**config.mk**
```make
export PLATFORM = sky130hd
export DESIGN_NAME = shift_dispatch_flat
export DESIGN_NICKNAME = d
export VERILOG_FILES = /design/src/rtl/shift_dispatch_pkg.sv /design/src/rtl/shift_dispatch_if.sv /design/src/rtl/shift_operand_prep.sv /design/src/rtl/shift_dispatch.sv /design/src/flat_wrapper.sv
export SDC_FILE = /design/constraint.sdc
export NUM_CORES = 1
export LEC_CHECK = 0
export BUFFER_PORTS_ARGS = -buffer_cell sky130_fd_sc_hd__buf_2
export CAP_MARGIN = 20
export CORE_AREA = 2 2 168 170
export CTS_BUF_LIST = sky130_fd_sc_hd__clkbuf_4 sky130_fd_sc_hd__clkbuf_8
export DETAILED_ROUTE_END_ITERATION = 6
export DIE_AREA = 0 0 170 172
export PLACE_DENSITY = 0.51
export SLEW_MARGIN = 20
export SYNTH_ARGS = -nofsm -noshare
export SYNTH_HDL_FRONTEND = slang
export SYNTH_SLANG_ARGS = --single-unit
```
**constraint.sdc**
```tcl
create_clock -name clk -period 2.55 [get_ports clk]
set_input_delay 0.6375 -clock clk [delete_from_list [all_inputs] [get_ports clk]]
set_output_delay 0.6375 -clock clk [all_outputs]
set_load 0.02 [all_outputs]
```
**src/rtl/shift_dispatch_pkg.sv**
```systemverilog
// Shared eBPF shift-dispatch definitions: opcode field layout, class and
// op constants, the SRC bit position, field widths and the FSM state enum.
package shift_dispatch_pkg;

    localparam int unsigned XLEN      = 64;
    localparam int unsigned OPC_W     = 8;
    localparam int unsigned CLASS_W   = 3;
    localparam int unsigned OP_W      = 4;
    localparam int unsigned IMM_W     = 32;
    localparam int unsigned HALF_W    = 32;
    localparam int unsigned SHAMT64_W = 6;
    localparam int unsigned SHAMT32_W = 5;

    // opcode[3]: 1 selects src register, 0 selects sign-extended immediate
    localparam int unsigned SRC_BIT = 3;

    localparam logic [CLASS_W-1:0] CLASS_ALU32 = 3'h4;
    localparam logic [CLASS_W-1:0] CLASS_ALU64 = 3'h7;

    localparam logic [OP_W-1:0] OP_LSH  = 4'h6;
    localparam logic [OP_W-1:0] OP_RSH  = 4'h7;
    localparam logic [OP_W-1:0] OP_ARSH = 4'hC;

    typedef enum logic [1:0] {
        IDLE  = 2'd0,
        ISSUE = 2'd1,
        WAIT  = 2'd2,
        DONE  = 2'd3
    } state_t;

endpackage

```
**src/rtl/shift_dispatch_if.sv**
```systemverilog
// Bundle of the instruction, shifter and result handshakes of shift_dispatch.
// master: instruction source / shifter / result consumer side.
// slave : the dispatch unit.
interface shift_dispatch_if
    import shift_dispatch_pkg::*;
#(
    parameter int unsigned DATA_WIDTH = XLEN
);
    logic                  in_valid;
    logic                  in_ready;
    logic [OPC_W-1:0]      opcode;
    logic [DATA_WIDTH-1:0] dst_val;
    logic [DATA_WIDTH-1:0] src_val;
    logic [IMM_W-1:0]      imm;

    logic                  sh_stb;
    logic                  sh_arith;
    logic                  sh_left;
    logic [DATA_WIDTH-1:0] sh_value;
    logic [DATA_WIDTH-1:0] sh_shift;
    logic [DATA_WIDTH-1:0] sh_out;
    logic                  sh_ack;

    logic                  res_valid;
    logic                  res_ready;
    logic [DATA_WIDTH-1:0] res_data;
    logic                  res_err;

    modport master (
        output in_valid, opcode, dst_val, src_val, imm, sh_out, sh_ack, res_ready,
        input  in_ready, sh_stb, sh_arith, sh_left, sh_value, sh_shift,
               res_valid, res_data, res_err
    );

    modport slave (
        input  in_valid, opcode, dst_val, src_val, imm, sh_out, sh_ack, res_ready,
        output in_ready, sh_stb, sh_arith, sh_left, sh_value, sh_shift,
               res_valid, res_data, res_err
    );

endinterface

```
**src/rtl/shift_operand_prep.sv**
```systemverilog
// Combinational eBPF shift decode and operand/amount formation.
// Ports: opcode_i, dst_val_i, src_val_i, imm_i in; legal/alu32/left/arith
// flags and the shifter value/amount out (all combinational, _c).
module shift_operand_prep
    import shift_dispatch_pkg::*;
#(
    parameter int unsigned DATA_WIDTH = XLEN
) (
    input  logic [OPC_W-1:0]      opcode_i,
    input  logic [DATA_WIDTH-1:0] dst_val_i,
    input  logic [DATA_WIDTH-1:0] src_val_i,
    input  logic [IMM_W-1:0]      imm_i,
    output logic                  legal_c_o,
    output logic                  alu32_c_o,
    output logic                  left_c_o,
    output logic                  arith_c_o,
    output logic [DATA_WIDTH-1:0] value_c_o,
    output logic [DATA_WIDTH-1:0] shift_c_o
);

    logic [CLASS_W-1:0]    cls;
    logic [OP_W-1:0]       op;
    logic [DATA_WIDTH-1:0] amount;
    logic                  unused_amount_bits;

    // Decode fields, then mask the amount and form the operand per class
    always_comb begin
        cls       = opcode_i[CLASS_W-1:0];
        op        = opcode_i[OPC_W-1 -: OP_W];
        alu32_c_o = (cls == CLASS_ALU32);
        left_c_o  = (op == OP_LSH);
        arith_c_o = (op == OP_ARSH);
        legal_c_o = (alu32_c_o || (cls == CLASS_ALU64)) &&
                    (left_c_o || arith_c_o || (op == OP_RSH));

        amount = opcode_i[SRC_BIT] ? src_val_i
                                   : {{(DATA_WIDTH-IMM_W){imm_i[IMM_W-1]}}, imm_i};

        if (alu32_c_o) begin
            shift_c_o = DATA_WIDTH'(amount[SHAMT32_W-1:0]);
            // ARSH on the low word needs the sign replicated into the upper half
            value_c_o = arith_c_o
                ? {{(DATA_WIDTH-HALF_W){dst_val_i[HALF_W-1]}}, dst_val_i[HALF_W-1:0]}
                : DATA_WIDTH'(dst_val_i[HALF_W-1:0]);
        end else begin
            shift_c_o = DATA_WIDTH'(amount[SHAMT64_W-1:0]);
            value_c_o = dst_val_i;
        end
    end

    assign unused_amount_bits = ^amount[DATA_WIDTH-1:SHAMT64_W];

endmodule

```
**src/rtl/shift_dispatch.sv**
```systemverilog
// eBPF shift instruction dispatcher: accepts LSH/RSH/ARSH (ALU32/ALU64),
// strobes an external shifter, waits for its ack and presents the result.
// Ports: clk, rst (sync, active-high), bus (shift_dispatch_if.slave).
// Optional: SHIFT_TIMEOUT_EN adds an ack watchdog of TIMEOUT_CYCLES cycles.
module shift_dispatch
    import shift_dispatch_pkg::*;
#(
    parameter int unsigned DATA_WIDTH     = XLEN,
    parameter int unsigned TIMEOUT_CYCLES = 16
) (
    input  logic           clk,
    input  logic           rst,
    shift_dispatch_if.slave bus
);

    logic                  legal_c, alu32_c, left_c, arith_c;
    logic [DATA_WIDTH-1:0] value_c, shift_c;

    state_t                state_q, state_d;
    logic                  in_ready_q, in_ready_d;
    logic                  sh_stb_q, sh_stb_d;
    logic                  sh_left_q, sh_left_d;
    logic                  sh_arith_q, sh_arith_d;
    logic [DATA_WIDTH-1:0] sh_value_q, sh_value_d;
    logic [DATA_WIDTH-1:0] sh_shift_q, sh_shift_d;
    logic                  alu32_q, alu32_d;
    logic                  res_valid_q, res_valid_d;
    logic [DATA_WIDTH-1:0] res_data_q, res_data_d;
    logic                  res_err_q, res_err_d;

`ifdef SHIFT_TIMEOUT_EN
    localparam int unsigned CNT_W = $clog2(TIMEOUT_CYCLES + 1);
    logic [CNT_W-1:0]      cnt_q, cnt_d;
`else
    localparam int unsigned TIMEOUT_UNUSED = TIMEOUT_CYCLES;
`endif

    shift_operand_prep #(
        .DATA_WIDTH (DATA_WIDTH)
    ) u_prep (
        .opcode_i  (bus.opcode),
        .dst_val_i (bus.dst_val),
        .src_val_i (bus.src_val),
        .imm_i     (bus.imm),
        .legal_c_o (legal_c),
        .alu32_c_o (alu32_c),
        .left_c_o  (left_c),
        .arith_c_o (arith_c),
        .value_c_o (value_c),
        .shift_c_o (shift_c)
    );

    // Next-state and registered-output logic
    always_comb begin
        state_d    = state_q;
        sh_left_d  = sh_left_q;
        sh_arith_d = sh_arith_q;
        sh_value_d = sh_value_q;
        sh_shift_d = sh_shift_q;
        alu32_d    = alu32_q;
        res_data_d = res_data_q;
        res_err_d  = res_err_q;
`ifdef SHIFT_TIMEOUT_EN
        cnt_d      = cnt_q;
`endif

        case (state_q)
            IDLE: begin
                if (bus.in_valid) begin
                    if (legal_c) begin
                        sh_left_d  = left_c;
                        sh_arith_d = arith_c;
                        sh_value_d = value_c;
                        sh_shift_d = shift_c;
                        alu32_d    = alu32_c;
                        state_d    = ISSUE;
                    end else begin
                        res_data_d = '0;
                        res_err_d  = 1'b1;
                        state_d    = DONE;
                    end
                end
            end
            ISSUE: begin
                state_d = WAIT;
`ifdef SHIFT_TIMEOUT_EN
                cnt_d   = '0;
`endif
            end
            WAIT: begin
                if (bus.sh_ack) begin
                    res_data_d = alu32_q
                        ? DATA_WIDTH'(bus.sh_out[HALF_W-1:0])
                        : bus.sh_out;
                    res_err_d  = 1'b0;
                    state_d    = DONE;
                end
`ifdef SHIFT_TIMEOUT_EN
                // cnt_q counts completed WAIT cycles without an ack
                else if (cnt_q == CNT_W'(TIMEOUT_CYCLES - 1)) begin
                    res_data_d = '0;
                    res_err_d  = 1'b1;
                    state_d    = DONE;
                end else begin
                    cnt_d = cnt_q + CNT_W'(1);
                end
`endif
            end
            DONE: begin
                if (bus.res_ready) begin
                    state_d = IDLE;
                end
            end
            default: state_d = IDLE;
        endcase

        // Handshake outputs are registered copies of the next state
        in_ready_d  = (state_d == IDLE);
        sh_stb_d    = (state_d == ISSUE);
        res_valid_d = (state_d == DONE);
    end

    // State and output registers
    always_ff @(posedge clk) begin
        if (rst) begin
            state_q     <= IDLE;
            in_ready_q  <= 1'b1;
            sh_stb_q    <= 1'b0;
            sh_left_q   <= 1'b0;
            sh_arith_q  <= 1'b0;
            sh_value_q  <= '0;
            sh_shift_q  <= '0;
            alu32_q     <= 1'b0;
            res_valid_q <= 1'b0;
            res_data_q  <= '0;
            res_err_q   <= 1'b0;
`ifdef SHIFT_TIMEOUT_EN
            cnt_q       <= '0;
`endif
        end else begin
            state_q     <= state_d;
            in_ready_q  <= in_ready_d;
            sh_stb_q    <= sh_stb_d;
            sh_left_q   <= sh_left_d;
            sh_arith_q  <= sh_arith_d;
            sh_value_q  <= sh_value_d;
            sh_shift_q  <= sh_shift_d;
            alu32_q     <= alu32_d;
            res_valid_q <= res_valid_d;
            res_data_q  <= res_data_d;
            res_err_q   <= res_err_d;
`ifdef SHIFT_TIMEOUT_EN
            cnt_q       <= cnt_d;
`endif
        end
    end

    assign bus.in_ready  = in_ready_q;
    assign bus.sh_stb    = sh_stb_q;
    assign bus.sh_left   = sh_left_q;
    assign bus.sh_arith  = sh_arith_q;
    assign bus.sh_value  = sh_value_q;
    assign bus.sh_shift  = sh_shift_q;
    assign bus.res_valid = res_valid_q;
    assign bus.res_data  = res_data_q;
    assign bus.res_err   = res_err_q;

endmodule

```
**src/flat_wrapper.sv**
```systemverilog
// flat-port wrapper written by rule: the top's interface ports become plain ports
module shift_dispatch_flat import shift_dispatch_pkg::*;
#(
    parameter int unsigned DATA_WIDTH     = XLEN,
    parameter int unsigned TIMEOUT_CYCLES = 16
)
  (clk, rst, bus_in_valid, bus_opcode, bus_dst_val, bus_src_val, bus_imm, bus_sh_out, bus_sh_ack, bus_res_ready, bus_in_ready, bus_sh_stb, bus_sh_arith, bus_sh_left, bus_sh_value, bus_sh_shift, bus_res_valid, bus_res_data, bus_res_err);
  shift_dispatch_if #(.DATA_WIDTH(DATA_WIDTH)) bus_i ();
  input  logic clk;
  input  logic rst;
  input wire logic [$bits(bus_i.in_valid)-1:0] bus_in_valid;
  input wire logic [$bits(bus_i.opcode)-1:0] bus_opcode;
  input wire logic [$bits(bus_i.dst_val)-1:0] bus_dst_val;
  input wire logic [$bits(bus_i.src_val)-1:0] bus_src_val;
  input wire logic [$bits(bus_i.imm)-1:0] bus_imm;
  input wire logic [$bits(bus_i.sh_out)-1:0] bus_sh_out;
  input wire logic [$bits(bus_i.sh_ack)-1:0] bus_sh_ack;
  input wire logic [$bits(bus_i.res_ready)-1:0] bus_res_ready;
  output wire logic [$bits(bus_i.in_ready)-1:0] bus_in_ready;
  output wire logic [$bits(bus_i.sh_stb)-1:0] bus_sh_stb;
  output wire logic [$bits(bus_i.sh_arith)-1:0] bus_sh_arith;
  output wire logic [$bits(bus_i.sh_left)-1:0] bus_sh_left;
  output wire logic [$bits(bus_i.sh_value)-1:0] bus_sh_value;
  output wire logic [$bits(bus_i.sh_shift)-1:0] bus_sh_shift;
  output wire logic [$bits(bus_i.res_valid)-1:0] bus_res_valid;
  output wire logic [$bits(bus_i.res_data)-1:0] bus_res_data;
  output wire logic [$bits(bus_i.res_err)-1:0] bus_res_err;
  assign bus_i.in_valid = bus_in_valid;
  assign bus_i.opcode = bus_opcode;
  assign bus_i.dst_val = bus_dst_val;
  assign bus_i.src_val = bus_src_val;
  assign bus_i.imm = bus_imm;
  assign bus_i.sh_out = bus_sh_out;
  assign bus_i.sh_ack = bus_sh_ack;
  assign bus_i.res_ready = bus_res_ready;
  assign bus_in_ready = bus_i.in_ready;
  assign bus_sh_stb = bus_i.sh_stb;
  assign bus_sh_arith = bus_i.sh_arith;
  assign bus_sh_left = bus_i.sh_left;
  assign bus_sh_value = bus_i.sh_value;
  assign bus_sh_shift = bus_i.sh_shift;
  assign bus_res_valid = bus_i.res_valid;
  assign bus_res_data = bus_i.res_data;
  assign bus_res_err = bus_i.res_err;
  shift_dispatch #(.DATA_WIDTH(DATA_WIDTH), .TIMEOUT_CYCLES(TIMEOUT_CYCLES)) u_core (.clk(clk), .rst(rst), .bus(bus_i));
endmodule
```
* Word-level counts from Yosys, hierarchy flattened *
Cells that the tools add are included.

operators by class
  eq/ne operators = 13
  multiplexer cells = 18
  reduce and logical (&&, ||, !) cells = 9

operators by type and width
  operator            count
  $mux 64             6
  $pmux 64 s2         1
  $mux 6              2
  $eq 4x3->1 const B  2
  $mux 2              4
  $pmux 2 s4          1
  $eq 2x2->1 const B  3
  $eq 3x3->1 const B  2
  $ne 2x2->1 const B  3
  $eq 2x1->1 const B  2
  $eq 4x4->1 const B  1
  $logic_not 2->1     2
  $reduce_and 4->1    1
  $logic_or 1x1->1    3
  $mux 1              3
  $reduce_and 3->1    1
  $pmux 1 s2          1
  $reduce_bool 2->1   1
  $logic_and 1x1->1   1

word-level totals
  bits in registers = 201
  input port bits = 237
  output and inout bits = 198
  logic and storage cells = 51

* Longest topological paths before layout *
  depth after elaboration = 8
  gate-level depth with buffers = 8
  depth with buffers taken out = 4

* Modules after synthesis *
From an unflattened synthesis, not the netlist that was laid out.

unflattened totals
  cells, all modules = 1058
  area, all modules = 8794.7 um^2

modules (own cells, without submodules)
  module              times used  cells each  area an instance (um^2)  seq. area each (um^2)
  shift_dispatch      1           875         7475.9                   4023.9
  shift_operand_prep  1           183         1318.8                   0.0

* Least setup slack after synthesis *
OpenSTA, ideal clock, no wires.

  path type = input to register
  start = input bus_opcode[4]
  end = register u_core.sh_value_q[33], in the netlist u_core.bus.sh_value[33]
  library setup time = 0.122 ns
  data arrival time = 2.033 ns
  required time = 2.428 ns
  slack = 0.395 ns
  stages on the path = 6
  buffers on the path = 2
  cell sequence = or3b_1 -> buf_2 -> a211oi_4 -> a21oi_2 -> buf_2 -> a221o_1

between the ends
  longest elaborated chain between the ends = 5
  elaborated cells on any way between the ends = 9
  classes of those cells = eq/ne: 3; mux: 2; reduce/logical: 4

RTL lines
  what                                      RTL line                                            text
  start, declared                           flat_wrapper.sv:12                                  input wire logic [$bits(bus_i.opcode)-1:0] bus_opcode;
  $eq 4x3->1 or $eq 4x4->1 (tied branches)  shift_operand_prep.sv:31, shift_operand_prep.sv:32
  $logic_or 1x1->1 (2 in series)            shift_operand_prep.sv:34                            (left_c_o || arith_c_o || (op == OP_RSH));
  $logic_and 1x1->1                         shift_operand_prep.sv:33                            legal_c_o = (alu32_c_o || (cls == CLASS_ALU64)) &&
  $reduce_and 3->1 (no source line)         n/a
  end signal, assigned                      shift_dispatch.sv:146                               sh_value_q <= sh_value_d;
  end, declared                             shift_dispatch.sv:24                                logic [DATA_WIDTH-1:0] sh_value_q, sh_value_d;

Parallel ways exist; a longest one is shown, timed or not.
A chain may end at the register's enable or synchronous reset.

* Worst setup path in the final report *
  start = register u_core.state_q[1]
  end = register u_core.sh_shift_q[1], in the netlist u_core.bus.sh_shift[1]

between the ends
  longest elaborated chain between the ends = 2

RTL lines
  what                               RTL line               text
  start, declared                    shift_dispatch.sv:19   state_t state_q, state_d;
  start signal, assigned             shift_dispatch.sv:141  state_q <= state_d;
  $logic_not 2->1                    shift_dispatch.sv:67   case (state_q)
  $reduce_and 3->1 (no source line)  n/a
  end signal, assigned               shift_dispatch.sv:147  sh_shift_q <= sh_shift_d;
  end, declared                      shift_dispatch.sv:25   logic [DATA_WIDTH-1:0] sh_shift_q, sh_shift_d;

Every way passes these cells.

==> qor.txt <==
Post-synthesis cell type count = 45
Slew Viols, Final = 0
Async S/R FF share, synth = 0%
Starting density of the core = 20.4%
Met1 Use GR = 15.6%
RR Startpoint = u_core.state_q[1]
Hold EP = u_core.bus.res_data[54]
Yosys top cell by area = dfxtp_1
Die Y = 172 um
Area grow syn2layout = 36.4%
Synth top cells by count = dfxtp_1 (143), a21oi_1 (72), buf_4 (63), o21ai_0 (62), nand2_1 (36)
Vias in the first global route = 4,685
Initial antenna violation count = 4
Final Hold Vio Count = 0
Worst Reg-to-Reg Cells = 5
Maximum vdd ir drop = 0.218 mV
CP startpoint kind = register
Critical path endpoint category = register
Hold buffers post-CTS = 0
Synth Instances = 578
Final RePlAce weighted congestion = 0.714
Final Power = 4.75 mW
TritonCTS clock tree = done
Cell Pwr Density = 623 nW/um^2
Layout cells sized above 1 = 40.8%
Ys flop type = dfxtp_1
Worst Setup Path Type = reg2reg
Met3 Usage GRT = 4.51%
Max stage delay on crit path = 0.54 ns
Setup violations, final = 0
Setup TNS Final = 0 ns
CP max-delay cell = or3b_1
CP bufs+invs = 1
Clock latency at the later pin of the worst-skew pair = 0.45 ns
Post-CTS setup buffers = 0
Total of cells resized after clock tree synthesis = 0
Routed Antenna Nets = 0
Pleak = 3.52 nW
Synth Cell Area = 5600 um^2
Largest net degree at the start of global routing = 47
DRT Pass-1 Iters = 4
Via count = 5,134
Cell with the most instances after synthesis = dfxtp_1
GRT met2 Usage = 19.1%
DIE WIDTH = 170 um
Layout Nets = 1,089
Slew margin rel. = 59.2%
Total gr overflow = 0
Ranking of synthesized cells by area = dfxtp_1 (51%), buf_4 (8.5%), a21oi_1 (6.4%)
Num CTS Buffers = 17
Post-Route WL = 18.7 mm
CTS root buffer = clkbuf_8
CTS max path bufs = 2
Mapped Avg Cell Area = 9.68 um^2
Outcome = complete, no violations
First DRT Iteration DRCs = 314
Synth warn = 0
WHS Path Cells = 2
CTS Sinks = 143
Top Family by Delay on Critical Path = compound AO/OA/AOI/OAI gates
Critical path cell sequence = or3b_1 -> a211oi_4 -> buf_4 -> a21oi_1 -> a211oi_1
RR Endpoint = u_core.bus.sh_shift[1]
DP Wirelength = 12.8 mm
DIE AREA = 29,200 um^2
Drc violations = 0
Sequential-to-total area share from yosys stat = 51.2%
All-Layer GR Usage = 12.2%
Area share of the largest cell type after synthesis = 51.2%
Top Ports = 435
CP required = 2.90 ns
Global route hottest layer = met2
Worst-path clk slew = 0.10 ns
Worst-margin pin slew = 0.612 ns
RSZ-0062 raised after global routing = no
Final min period = 2.05 ns
Min Hold Slack = 0.394 ns
Period utilization = 80.4%
Setup Skew = 0.0141 ns
Core Box Area = 27,500 um^2
Vias/cell = 4.23
Critical Path Fanout Max = 24
Max cap viols = 0
Rows = 61
R2r setup slk = 0.50 ns
H-tree lvl count = 4
Port Buffers = 292
Flops & latches, synth = 143
Hold Path Origin = bus_sh_out[54]
Peak Freq = 488 MHz
Worst Path Arrival = 2.40 ns
First-pass GRT wire length = 27.3 mm
Avg WL per Cell = 15.4 um
Worst min-delay path class = in2reg
Number of enable flip-flop cells after synthesis = 0
through the flow:
step / setup slack, ns / util, % / instances / area (um^2)
5_1_grt: 0.356 / 27.8 / 1213 / 7630
2_1_floorplan: 0.395 / - / 635 / 5810
4_1_cts: 0.489 / 27.8 / 1211 / 7620
3_3_place_gp: 0.124 / 26.4 / 1179 / 7240
3_5_place_dp: 0.106 / 26.4 / 1179 / 7240
6_report: 0.499 / 27.8 / 1213 / 7630
layer usage:
metal,vias up,part of all wire [%]
met5,-,0.11
met1,2386,44
met2,201,46
met4,4,1.6
li1,2525,-
met3,18,8.0
cells by family (layout without fill, tap and decap cells):
logic type             after synthesis  count (layout)  share of synthesized area, %
AO/OA/AOI/OAI                      220             220                          26.2
XOR/XNOR                             2               2                         0.313
buffers and inverters              111             341                          12.2
flip-flops                         143             143                          51.2
multiplexers                         7               7                          1.25
other                                1              60                        0.0670
AND/OR/NAND/NOR                     94              94                          8.79
how the worst max path moves through the flow:
stage	slack [ns]	end	depth (start not counted)	start
after global placement	0.12	u_core.bus.sh_value[51]	6	bus_opcode[4]
final	0.50	u_core.bus.sh_shift[1]	5	u_core.state_q[1]
after CTS	0.49	u_core.bus.sh_shift[1]	5	u_core.state_q[1]
after floorplan	0.40	u_core.bus.sh_value[33]	6	bus_opcode[4]
after detailed placement	0.11	u_core.bus.sh_shift[1]	6	bus_opcode[4]
after global routing	0.36	u_core.bus.sh_shift[1]	5	u_core.state_q[1]
cell type report:
class | instances | area, um^2
Fill cell | 3012 | 19800
Inverter | 1 | 3.75
Clock buffer | 17 | 234
Antenna cell | 2 | 5.00
Multi-Input combinational cell | 381 | 2300
Tap cell | 346 | 433
Sequential cell | 143 | 2860
Clock inverter | 15 | 146
Timing Repair Buffer | 308 | 1650
flip-flops by register name, indices dropped and copies added (netlist names):
name	cells
u_core.bus.res_err	1
u_core.bus.sh_stb	1
u_core.bus.sh_shift	6
u_core.bus.sh_arith	1
u_core.bus.sh_value	64
u_core.alu32_q	1
u_core.bus.in_ready	1
u_core.state_q	2
u_core.bus.sh_left	1
u_core.bus.res_valid	1
u_core.bus.res_data	64
report_power, final:
| part | internal [mW] | leakage [nW] | switching (mW) |
|---|---|---|---|
| clock network | 0.729 | 0.194 | 1.09 |
| registers | 2.29 | 1.16 | 0.0331 |
| logic | 0.205 | 2.17 | 0.402 |
| total | 3.22 | 3.52 | 1.53 |
cells in the final DEF, fill, tap and decap left out, types with 3 or more instances in the layout:
master    count
nand2b_1      3
a22o_1       32
a211oi_1      6
o21ai_0      62
inv_8         5
nor2_1        3
a221o_1      32
clkinv_4      3
buf_12        5
buf_4        12
clkbuf_8     17
nand3_1      32
mux2i_1       7
buf_2       291
o21ai_1       5
a21oi_1      72
nor3_1        3
dfxtp_1     143
nand2_1      36
inv_6         4
conb_1       58
Note: power is estimated with default switching activity, not from simulation.
